==> config.mk <==
export PLATFORM = sky130hd
export DESIGN_NAME = elevator_scheduler
export DESIGN_NICKNAME = d
export VERILOG_FILES = /design/src/rtl/elevator_scheduler_pkg.sv /design/src/rtl/elevator_scheduler_cycle_timer.sv /design/src/rtl/elevator_scheduler.sv
export SDC_FILE = /design/constraint.sdc
export NUM_CORES = 1
export LEC_CHECK = 0
export CORE_MARGIN = 2
export CORE_UTILIZATION = 55
export CTS_CLUSTER_SIZE = 40
export DETAILED_ROUTE_END_ITERATION = 8
export DONT_BUFFER_PORTS = 1
export PLACE_DENSITY_LB_ADDON = 0.3
export SLEW_MARGIN = 20
export SYNTH_ARGS = -nofsm -noshare
export SYNTH_HDL_FRONTEND = slang
export SYNTH_SLANG_ARGS = --single-unit
==> constraint.sdc <==
create_clock -name clk -period 3.1 [get_ports clk]
set_clock_uncertainty 0.15 [all_clocks]
set_input_delay 0.62 -clock clk [delete_from_list [all_inputs] [get_ports clk]]
set_output_delay 0.62 -clock clk [all_outputs]
set_load 0.02 [all_outputs]
==> src/rtl/elevator_scheduler_pkg.sv <==
// Shared definitions for the elevator scheduler: state encodings, floor
// geometry, the "no call" encoder code and small mask helpers.
package elevator_scheduler_pkg;

    localparam int NUM_FLOORS = 4;
    localparam int FLOOR_W    = 2;

    localparam logic [2:0] NO_REQ = 3'b100;

    localparam logic [1:0] ST_IDLE = 2'd0;
    localparam logic [1:0] ST_MOVE = 2'd1;
    localparam logic [1:0] ST_DOOR = 2'd2;

    localparam logic DIR_UP   = 1'b1;
    localparam logic DIR_DOWN = 1'b0;

    // Floors strictly beyond 'floor' when travelling in direction 'up'.
    function automatic logic [NUM_FLOORS-1:0] beyond_mask(
        input logic [FLOOR_W-1:0] floor,
        input logic               up
    );
        logic [NUM_FLOORS-1:0] mask;
        mask = '0;
        for (int f = 0; f < NUM_FLOORS; f++) begin
            mask[f] = up ? (f > int'(floor)) : (f < int'(floor));
        end
        return mask;
    endfunction

    // Single-bit mask selecting one floor.
    function automatic logic [NUM_FLOORS-1:0] floor_onehot(
        input logic [FLOOR_W-1:0] floor
    );
        logic [NUM_FLOORS-1:0] mask;
        mask = '0;
        mask[floor] = 1'b1;
        return mask;
    endfunction

endpackage

==> src/rtl/elevator_scheduler_cycle_timer.sv <==
// Loadable down-counter shared by the travel and door phases. A load
// presets the count; while enabled it decrements until it reaches zero,
// where it parks and raises done.
module cycle_timer
    import elevator_scheduler_pkg::*;
#(
    parameter int WIDTH = 4
) (
    input  logic             clk,
    input  logic             rst_n,
    input  logic             load,
    input  logic             enable,
    input  logic [WIDTH-1:0] load_value,
    output logic             done
);

    logic [WIDTH-1:0] count;

    assign done = (count == '0);

    // Load takes priority over counting; the counter never wraps below zero.
    always_ff @(posedge clk or negedge rst_n) begin
        if (!rst_n) begin
            count <= '0;
        end else if (load) begin
            count <= load_value;
        end else if (enable && !done) begin
            count <= count - 1'b1;
        end
    end

endmodule

==> src/rtl/elevator_scheduler.sv <==
// SCAN elevator controller for a 4-floor car. Latches floor calls, keeps
// travelling in the current direction while calls remain ahead, opens the
// door on each served floor and only reverses direction from IDLE.
module elevator_scheduler
    import elevator_scheduler_pkg::*;
#(
    parameter int TRAVEL_CYCLES = 8,
    parameter int DOOR_CYCLES   = 16
) (
    input  logic                  clk,
    input  logic                  rst_n,
    input  logic [2:0]            floor_req,
    output logic [FLOOR_W-1:0]    current_floor,
    output logic                  moving_up,
    output logic                  moving_down,
    output logic                  door_open,
    output logic [NUM_FLOORS-1:0] pending
);

    localparam int MAX_CYCLES = (TRAVEL_CYCLES > DOOR_CYCLES) ? TRAVEL_CYCLES : DOOR_CYCLES;
    localparam int TW         = $clog2(MAX_CYCLES + 1);

    localparam logic [TW-1:0] TRAVEL_LOAD = TW'(TRAVEL_CYCLES - 1);
    localparam logic [TW-1:0] DOOR_LOAD   = TW'(DOOR_CYCLES - 1);

    logic [1:0]            state;
    logic [1:0]            state_next;
    logic                  dir;
    logic                  dir_next;
    logic [FLOOR_W-1:0]    floor_next;
    logic [FLOOR_W-1:0]    arrive_floor;
    logic [NUM_FLOORS-1:0] pending_next;
    logic [NUM_FLOORS-1:0] set_mask;
    logic [NUM_FLOORS-1:0] clear_mask;
    logic                  req_valid;
    logic [FLOOR_W-1:0]    req_floor;
    logic                  timer_load;
    logic                  timer_en;
    logic [TW-1:0]         timer_value;
    logic                  timer_done;

    assign req_valid    = (floor_req < NO_REQ);
    assign req_floor    = floor_req[FLOOR_W-1:0];
    assign arrive_floor = (dir == DIR_UP) ? current_floor + 2'd1 : current_floor - 2'd1;

    cycle_timer #(
        .WIDTH(TW)
    ) u_timer (
        .clk       (clk),
        .rst_n     (rst_n),
        .load      (timer_load),
        .enable    (timer_en),
        .load_value(timer_value),
        .done      (timer_done)
    );

    // Next-state, direction, floor, timer control and pending-call update.
    always_comb begin
        state_next  = state;
        dir_next    = dir;
        floor_next  = current_floor;
        clear_mask  = '0;
        set_mask    = '0;
        timer_load  = 1'b0;
        timer_en    = 1'b0;
        timer_value = '0;

        case (state)
            ST_IDLE: begin
                if (pending[current_floor]) begin
                    state_next  = ST_DOOR;
                    clear_mask  = floor_onehot(current_floor);
                    timer_load  = 1'b1;
                    timer_value = DOOR_LOAD;
                end else if (|(pending & beyond_mask(current_floor, dir))) begin
                    state_next  = ST_MOVE;
                    timer_load  = 1'b1;
                    timer_value = TRAVEL_LOAD;
                end else if (|(pending & beyond_mask(current_floor, ~dir))) begin
                    state_next  = ST_MOVE;
                    dir_next    = ~dir;
                    timer_load  = 1'b1;
                    timer_value = TRAVEL_LOAD;
                end
            end
            ST_MOVE: begin
                if (timer_done) begin
                    floor_next = arrive_floor;
                    if (pending[arrive_floor]) begin
                        state_next  = ST_DOOR;
                        clear_mask  = floor_onehot(arrive_floor);
                        timer_load  = 1'b1;
                        timer_value = DOOR_LOAD;
                    end else if (|(pending & beyond_mask(arrive_floor, dir))) begin
                        timer_load  = 1'b1;
                        timer_value = TRAVEL_LOAD;
                    end else begin
                        state_next = ST_IDLE;
                    end
                end else begin
                    timer_en = 1'b1;
                end
            end
            ST_DOOR: begin
                if (req_valid && (req_floor == current_floor)) begin
                    timer_load  = 1'b1;
                    timer_value = DOOR_LOAD;
                end else if (timer_done) begin
                    state_next = ST_IDLE;
                end else begin
                    timer_en = 1'b1;
                end
            end
            default: begin
                state_next = ST_IDLE;
            end
        endcase

        if (req_valid && !((state == ST_DOOR) && (req_floor == current_floor))) begin
            set_mask = floor_onehot(req_floor);
        end

        pending_next = (pending | set_mask) & ~clear_mask;
    end

    // Registered state and outputs; motion and door flags follow the next state.
    always_ff @(posedge clk or negedge rst_n) begin
        if (!rst_n) begin
            state         <= ST_IDLE;
            dir           <= DIR_UP;
            current_floor <= '0;
            pending       <= '0;
            moving_up     <= 1'b0;
            moving_down   <= 1'b0;
            door_open     <= 1'b0;
        end else begin
            state         <= state_next;
            dir           <= dir_next;
            current_floor <= floor_next;
            pending       <= pending_next;
            moving_up     <= (state_next == ST_MOVE) && (dir_next == DIR_UP);
            moving_down   <= (state_next == ST_MOVE) && (dir_next == DIR_DOWN);
            door_open     <= (state_next == ST_DOOR);
        end
    end

endmodule
Word-level counts from Yosys, hierarchy flattened
Index checks and enable logic that the tools add are counted.

cells by class
  bitwise logic cells = 8
  add/subtract/negate cells = 3
  equality and inequality tests = 5
  mux-type cells = 62
  reductions and logical operators = 18
  order comparisons = 19

operator list
  operator                                                                         count
  4-bit two-way mux                                                                8
  1-bit two-way mux                                                                30
  2-bit two-way mux                                                                9
  4-bit AND                                                                        4
  4-bit one-hot mux with 3 select lines                                            1
  4-bit OR reduction                                                               3
  5-bit two-way mux                                                                2
  1-bit logical AND                                                                9
  2-bit by 3-bit < comparator with 1-bit output (second input constant)            3
  3-bit two-way mux                                                                3
  2-bit greater-than comparator (first input constant)                             4
  1-bit by 2-bit < comparator with 1-bit output (first input constant)             4
  4-bit one-hot mux with 2 select lines                                            1
  1-bit demux with 2-bit select                                                    3
  2-bit by 1-bit >= comparator with 1-bit output (second input constant)           3
  2-bit one-hot mux with 3 select lines                                            1
  5-bit logical NOT                                                                1
  5-bit by 1-bit subtractor with 5-bit output (second input constant)              1
  1-bit binary-select mux with 2-bit select                                        2
  2-bit by 1-bit equality test with 1-bit output (second input constant)           2
  2-bit equality test (second input constant)                                      2
  1-bit by 2-bit greater-than comparator with 1-bit output (first input constant)  2
  2-bit < comparator (first input constant)                                        2
  4-bit NOT                                                                        1
  other kinds (12)                                                                 14

storage, ports and cells
  output and inout port bits = 9
  input bits = 5
  logic and storage cells = 123
  register bits after elaboration = 17

Logic depth before layout (Yosys ltp)
Gate-level depths: netlist of the first run.

  depth after elaboration = 12
  gate-level depth with buffers = 8
  gate-level depth less buffers = 7

Cells and area by module
From an unflattened synthesis of the first run, not the netlist that was laid out.

second synthesis, totals
  cells, all modules = 134
  area total of the unflattened synthesis = 1,266.2 µm²

modules (own cells, without submodules)
  module              area each (µm²)  seq. area each (µm²)  instances  cells each
  elevator_scheduler  962.2            301.5                 1          102
  cycle_timer         304.0            125.1                 1          32

Worst setup path after synthesis of the first run
Ideal clock, no wire load.

  path type = reg2reg
  start point = register current_floor[1]
  end point = register moving_up
  buffers on the path = 1
  data required time = 2.855 ns
  setup time = 0.095 ns
  setup slack = -0.029 ns
  stages on the path, launching flop included = 9
  period minus slack after synthesis = 3.129 ns
  arrival = 2.884 ns
  cells stage by stage = dfrtp_1 clkbuf_1 inv_1 ha_1 xnor2_1 mux4_2 a2111o_1 a311o_1 nor4b_2

on the way
  longest elaborated chain between the ends = 12
  elaborated cells between the ends (all ways) = 53
  classes of those cells = 2 x add/sub; 12 x order compare; 2 x eq/ne; 29 x mux; 3 x bitwise; 5 x reduce/logical

RTL lines
  item                                                                                                          line                          text
  start: declaration                                                                                            elevator_scheduler.sv:13      output logic [FLOOR_W-1:0] current_floor,
  start signal: assignment                                                                                      elevator_scheduler.sv:139     current_floor <= floor_next;
  2-bit by 1-bit subtractor with 2-bit output / 2-bit by 1-bit adder with 2-bit output (equally long branches)  elevator_scheduler.sv:44      assign arrive_floor = (dir == DIR_UP) ? current_floor + 2'd1 : current_floor - 2'd1;
  2-bit two-way mux                                                                                             elevator_scheduler.sv:44
  1-bit by 2-bit < comparator with 1-bit output, or another cell as far along                                   elevator_scheduler_pkg.sv:25  mask[f] = up ? (f > int'(floor)) : (f < int'(floor));
  1-bit two-way mux                                                                                             elevator_scheduler_pkg.sv:25
  4-bit AND                                                                                                     elevator_scheduler.sv:94      end else if (|(pending & beyond_mask(arrive_floor, dir))) begin
  4-bit OR reduction                                                                                            elevator_scheduler.sv:94
  2-bit two-way mux                                                                                             elevator_scheduler.sv:94
  2-bit two-way mux                                                                                             elevator_scheduler.sv:89      if (pending[arrive_floor]) begin
  2-bit two-way mux                                                                                             elevator_scheduler.sv:87      if (timer_done) begin
  2-bit one-hot mux with 3 select lines                                                                         elevator_scheduler.sv:68      case (state)
  2-bit by 1-bit equality test with 1-bit output                                                                elevator_scheduler.sv:141     moving_up <= (state_next == ST_MOVE) && (dir_next == DIR_UP);
  1-bit logical AND (*)                                                                                         elevator_scheduler.sv:141
  end signal: assignment                                                                                        elevator_scheduler.sv:141
  end: declaration                                                                                              elevator_scheduler.sv:14      output logic moving_up,

Mark *: on every way between the ends. The rest lies on a longest branch, timed or not. The select of a mux whose other input is x is not followed.
A chain may end at the register's enable or synchronous reset.

Final worst setup path of the first run
  start point = register current_floor[0]
  end point = register moving_down

on the way
  longest elaborated chain between the ends = 12
  elaborated cells between the ends (all ways) = 54
  classes of those cells = 2 x add/sub; 12 x order compare; 2 x eq/ne; 29 x mux; 4 x bitwise; 5 x reduce/logical

RTL lines
  item                                                                                                          line                          text
  2-bit by 1-bit subtractor with 2-bit output / 2-bit by 1-bit adder with 2-bit output (equally long branches)  elevator_scheduler.sv:44
  2-bit two-way mux                                                                                             elevator_scheduler.sv:44
  1-bit by 2-bit < comparator with 1-bit output, or another cell as far along                                   elevator_scheduler_pkg.sv:25
  1-bit two-way mux                                                                                             elevator_scheduler_pkg.sv:25
  4-bit AND                                                                                                     elevator_scheduler.sv:94
  4-bit OR reduction                                                                                            elevator_scheduler.sv:94
  2-bit two-way mux                                                                                             elevator_scheduler.sv:94
  2-bit two-way mux                                                                                             elevator_scheduler.sv:89
  2-bit two-way mux                                                                                             elevator_scheduler.sv:87
  2-bit one-hot mux with 3 select lines                                                                         elevator_scheduler.sv:68
  2-bit by 1-bit equality test with 1-bit output                                                                elevator_scheduler.sv:142     moving_down <= (state_next == ST_MOVE) && (dir_next == DIR_DOWN);
  1-bit logical AND (*)                                                                                         elevator_scheduler.sv:142
  end signal: assignment                                                                                        elevator_scheduler.sv:142
  end: declaration                                                                                              elevator_scheduler.sv:15      output logic moving_down,

Marked as above.

==> metrics.cfg, run 1 <==
[synthesis]
ys_warn_count = 0
avgSynthCellArea_um2 = 9.41
yosys-top-cells-area = dfrtp_1, ha_1, inv_1
syn-num-nets = 153
netlist_instances = 137
synth_top_area_cell = dfrtp_1
ys_seq_elements = 17
synthesis.area_um2 = 1290
synthDistinctLibCells = 48
synth_top_area_frac = 0.311
ys_seq_area_frac = 0.331

[worst_setup_path]
path_max_fanout = 9
cp.arrival_ps = 2920
required_ps = 3150
cp-start-kind = register
crit_family = compound AO/OA/AOI/OAI gates
path_cells = inv_6 > ha_1 > xnor2_1 > mux4_2 > a2111o_1 > a311o_1 > nor4_2
timing_worst_setup_path_type = register to register
cp.buffers_inverters = 1
crit_path_end_kind = register
cp_slowest_stage_delay_ps = 440
slowest_stage = dfrtp_1

[grt]
antenna_found_initial = 0
grt_max_degree = 18
gr-total-overflow = 0
grt_util_all_layers = 0.242
grt_pass1_vias = 1082
grt_pass1_wl_mm = 4.89

[layout]
n_fill_cell = 190
utilization = 0.619
drive_gt1_frac = 0.134
nets = 159
antenna_cells = 0
syn2layout_area_growth_pct = 6.21

[power_and_ir_drop]
seqPwrFrac = 0.395
sw_frac_of_total = 0.431
combPwrFrac = 0.454
power_switching_uw = 356
p_leak_nw = 0.588
p_int_uw = 470
p_clk_frac = 0.150
pwr_density_cell_nw_per_um2 = 603
peakVddDrop_mv = 0.455

[placement]
gp_congestion = 0.855
hpwl_mm = 2.14
portBuffers = 0

[routing]
wl_mm = 2.90
num_vias = 1109
postRouteAntennaNets = 0
drt_iter0_drc = 42
avgRoutedWirePerCell_um = 17.1
vias_per_cell = 6.52
dr.pass1.iters = 4
drc = 0

[outcome]
outcome = complete, no violations

[floorplan]
die_w_um = 52.4
start_util = 0.583
die_h_um = 52.4
ios = 14
die-area_um2 = 2750
floorplan.rows = 17
core-area_um2 = 2210

[clocking]
cts_root_buf = clkbuf_4
cts_buffers = 3
cts_resized = 0
postCtsSetupBuffers = 0
clk-insertion-delay-late_ps = 300
clkTransAtPathRegs_ps = 120
clkSinkCount = 17
h-tree-depth = 1
cts_tree = yes
clock_path_buffers = 2

[flow_run]
cap_violations = 0

[timing]
fin_crit_ps = 2880
hold_viol = 0
rsz0062_at_grt = false
drv_slew = 0
fin_setup_tns_ps = 0
fin_crit_sh = 0.928
slew_headroom = 0.448
max_freq_ghz = 0.348
setup_violations = 0
holdWs_ps = 418
tightestPinTransition_ps = 825

[hold_path]
hp-class = register to register

==> power groups by stage <==
stage | registers [mW] | clock network (mW) | logic (mW)
finish | 0.326 | 0.124 | 0.375
global route | 0.332 | 0.133 | 0.419
CTS | 0.326 | 0.126 | 0.374
detailed placement | 0.330 | 0 | 0.363
global placement | 0.329 | 0 | 0.354
floorplan | 0.317 | 0 | 0.301
==> registers in the layout, indices dropped and copies added (netlist names) <==
signal / cells
dir: 1
door_open: 1
moving_up: 1
state: 2
u_timer.count: 5
moving_down: 1
pending: 4
current_floor: 2
==> worst paths after layout <==
| kind | from | to | slack, ps | cells after the start |
|---|---|---|---|---|
| hold / removal | u_timer.count[0] | u_timer.count[0] | 420 | 2 |
| min in group asynchronous | rst_n | pending[3] | 700 | 1 |
| setup reg to reg | current_floor[0] | moving_down | 220 | 7 |
| hold reg to reg | u_timer.count[0] | u_timer.count[0] | 420 | 2 |
| setup / recovery | current_floor[0] | moving_down | 220 | 7 |
| max in group asynchronous | rst_n | door_open | 1580 | 1 |
==> placed cells by master, fill, tap and decap left out, types with 2 or more instances in the layout <==
cell / synthesis / layout
a211oi_1: 6 / 6
a21oi_1: 8 / 8
a31oi_1: 6 / 6
buf_4: 0 / 4
clkbuf_4: 0 / 3
dfrtp_1: 16 / 16
ha_1: 11 / 11
inv_1: 13 / 13
nand2_1: 8 / 8
nand2b_1: 3 / 3
nand3_1: 3 / 3
nor2_1: 7 / 7
o21ai_0: 6 / 6
o221ai_1: 2 / 2
o22ai_1: 2 / 2
o31ai_1: 3 / 3
or2_2: 2 / 2
or3_1: 2 / 2
xnor2_1: 5 / 5
xor2_1: 2 / 2
==> through the flow <==
step                power [mW]  instance area (µm²)  worst slack (ps)  std cells
finish                   0.826                 1370               225        170
global route             0.885                 1370               101        170
CTS                      0.825                 1370               218        170
detailed placement       0.694                 1330               272        165
global placement         0.683                 1330               420        165
floorplan                0.618                 1290              42.5        137
==> worst register-to-register path: cells and delay by family, from the launching register on <==
family | cells | cell delay, ps
mux | 1 | 390
flops | 1 | 440
buf+inv | 1 | 70
fa+ha+maj | 1 | 360
xor+xnor | 1 | 270
simple gates | 1 | 290
compound gates | 2 | 810
==> logic make-up after synthesis <==
logic type / count (synthesis) / share of synthesized area
AO/OA/AOI/OAI: 45 / 0.245
adder cells (fa/ha/maj): 11 / 0.107
AND/OR/NAND/NOR: 36 / 0.162
XOR/XNOR: 7 / 0.0476
buffers and inverters: 18 / 0.0621
flip-flops: 17 / 0.331
multiplexers: 3 / 0.0456
==> final cells by class <==
cell class                      instances  area [µm²]  area share
Multi-Input combinational cell        102         782       0.571
Clock inverter                          1        5.00     0.00366
Sequential cell                        17         427       0.312
Tap cell                               28        35.0      0.0256
Timing Repair Buffer                    5        40.0      0.0293
Inverter                               14        57.6      0.0420
Clock buffer                            3        22.5      0.0165
==> synth_stat cells, drive strengths merged <==
cell / number
a211oi: 6
clkbuf: 3
a21o: 1
buf: 1
a2111o: 1
xnor2: 5
and2: 1
mux2i: 1
mux4: 2
a221oi: 1
a21oi: 8
and3: 1
nor3b: 1
o22ai: 2
nand2: 8
dfstp: 1
o32ai: 1
nor4b: 2
or2: 3
and2b: 1
a41oi: 1
or4b: 1
or3: 2
nand2b: 3
o31a: 1
o221a: 1
dfrtp: 16
a21boi: 1
o21ai: 6
a311o: 1
ha: 11
nor2: 7
o221ai: 2
o21ba: 1
a31oi: 6
xor2: 2
a211o: 1
nor4: 1
o31ai: 3
inv: 14
o21a: 1
nor3: 1
nand3: 3
nor2b: 1
==> repair_timing <==
action	4_1_cts	5_1_grt
endpoints found under the setup margin	0	0
hold endpoints to repair	17	0
hold buffers	1	0
==> per-layer routing <==
layer,GRT usage,part of all wire
met5,0,0
met4,0.120,0.021
met3,0.0543,0.097
met2,0.367,0.47
met1,0.324,0.41
(Power assumes the default switching activity.)
==> run 2: changes to the inputs <==
--- a/config.mk
+++ b/config.mk
@@ -5,11 +5,13 @@
 export SDC_FILE = /design/constraint.sdc
 export NUM_CORES = 1
 export LEC_CHECK = 0
+export ABC_CLOCK_PERIOD_IN_PS = 3100
 export CORE_MARGIN = 2
 export CORE_UTILIZATION = 55
 export CTS_CLUSTER_SIZE = 40
 export DETAILED_ROUTE_END_ITERATION = 8
 export DONT_BUFFER_PORTS = 1
+export HOLD_SLACK_MARGIN = 0.02
 export PLACE_DENSITY_LB_ADDON = 0.3
 export SLEW_MARGIN = 20
 export SYNTH_ARGS = -nofsm -noshare
==> results of run 2 <==
The final DEF is identical to that of run 1; final timing and power are the same.
==> run 3: changes to the inputs <==
--- a/config.mk
+++ b/config.mk
@@ -5,7 +5,6 @@
 export SDC_FILE = /design/constraint.sdc
 export NUM_CORES = 1
 export LEC_CHECK = 0
-export ABC_CLOCK_PERIOD_IN_PS = 3100
 export CORE_MARGIN = 2
 export CORE_UTILIZATION = 55
 export CTS_CLUSTER_SIZE = 40
@@ -13,6 +12,7 @@
 export DONT_BUFFER_PORTS = 1
 export HOLD_SLACK_MARGIN = 0.02
 export PLACE_DENSITY_LB_ADDON = 0.3
+export SKIP_LAST_GASP = 1
 export SLEW_MARGIN = 20
 export SYNTH_ARGS = -nofsm -noshare
 export SYNTH_HDL_FRONTEND = slang
==> results of run 3 <==
The final DEF is identical to that of run 1; final timing and power are the same.
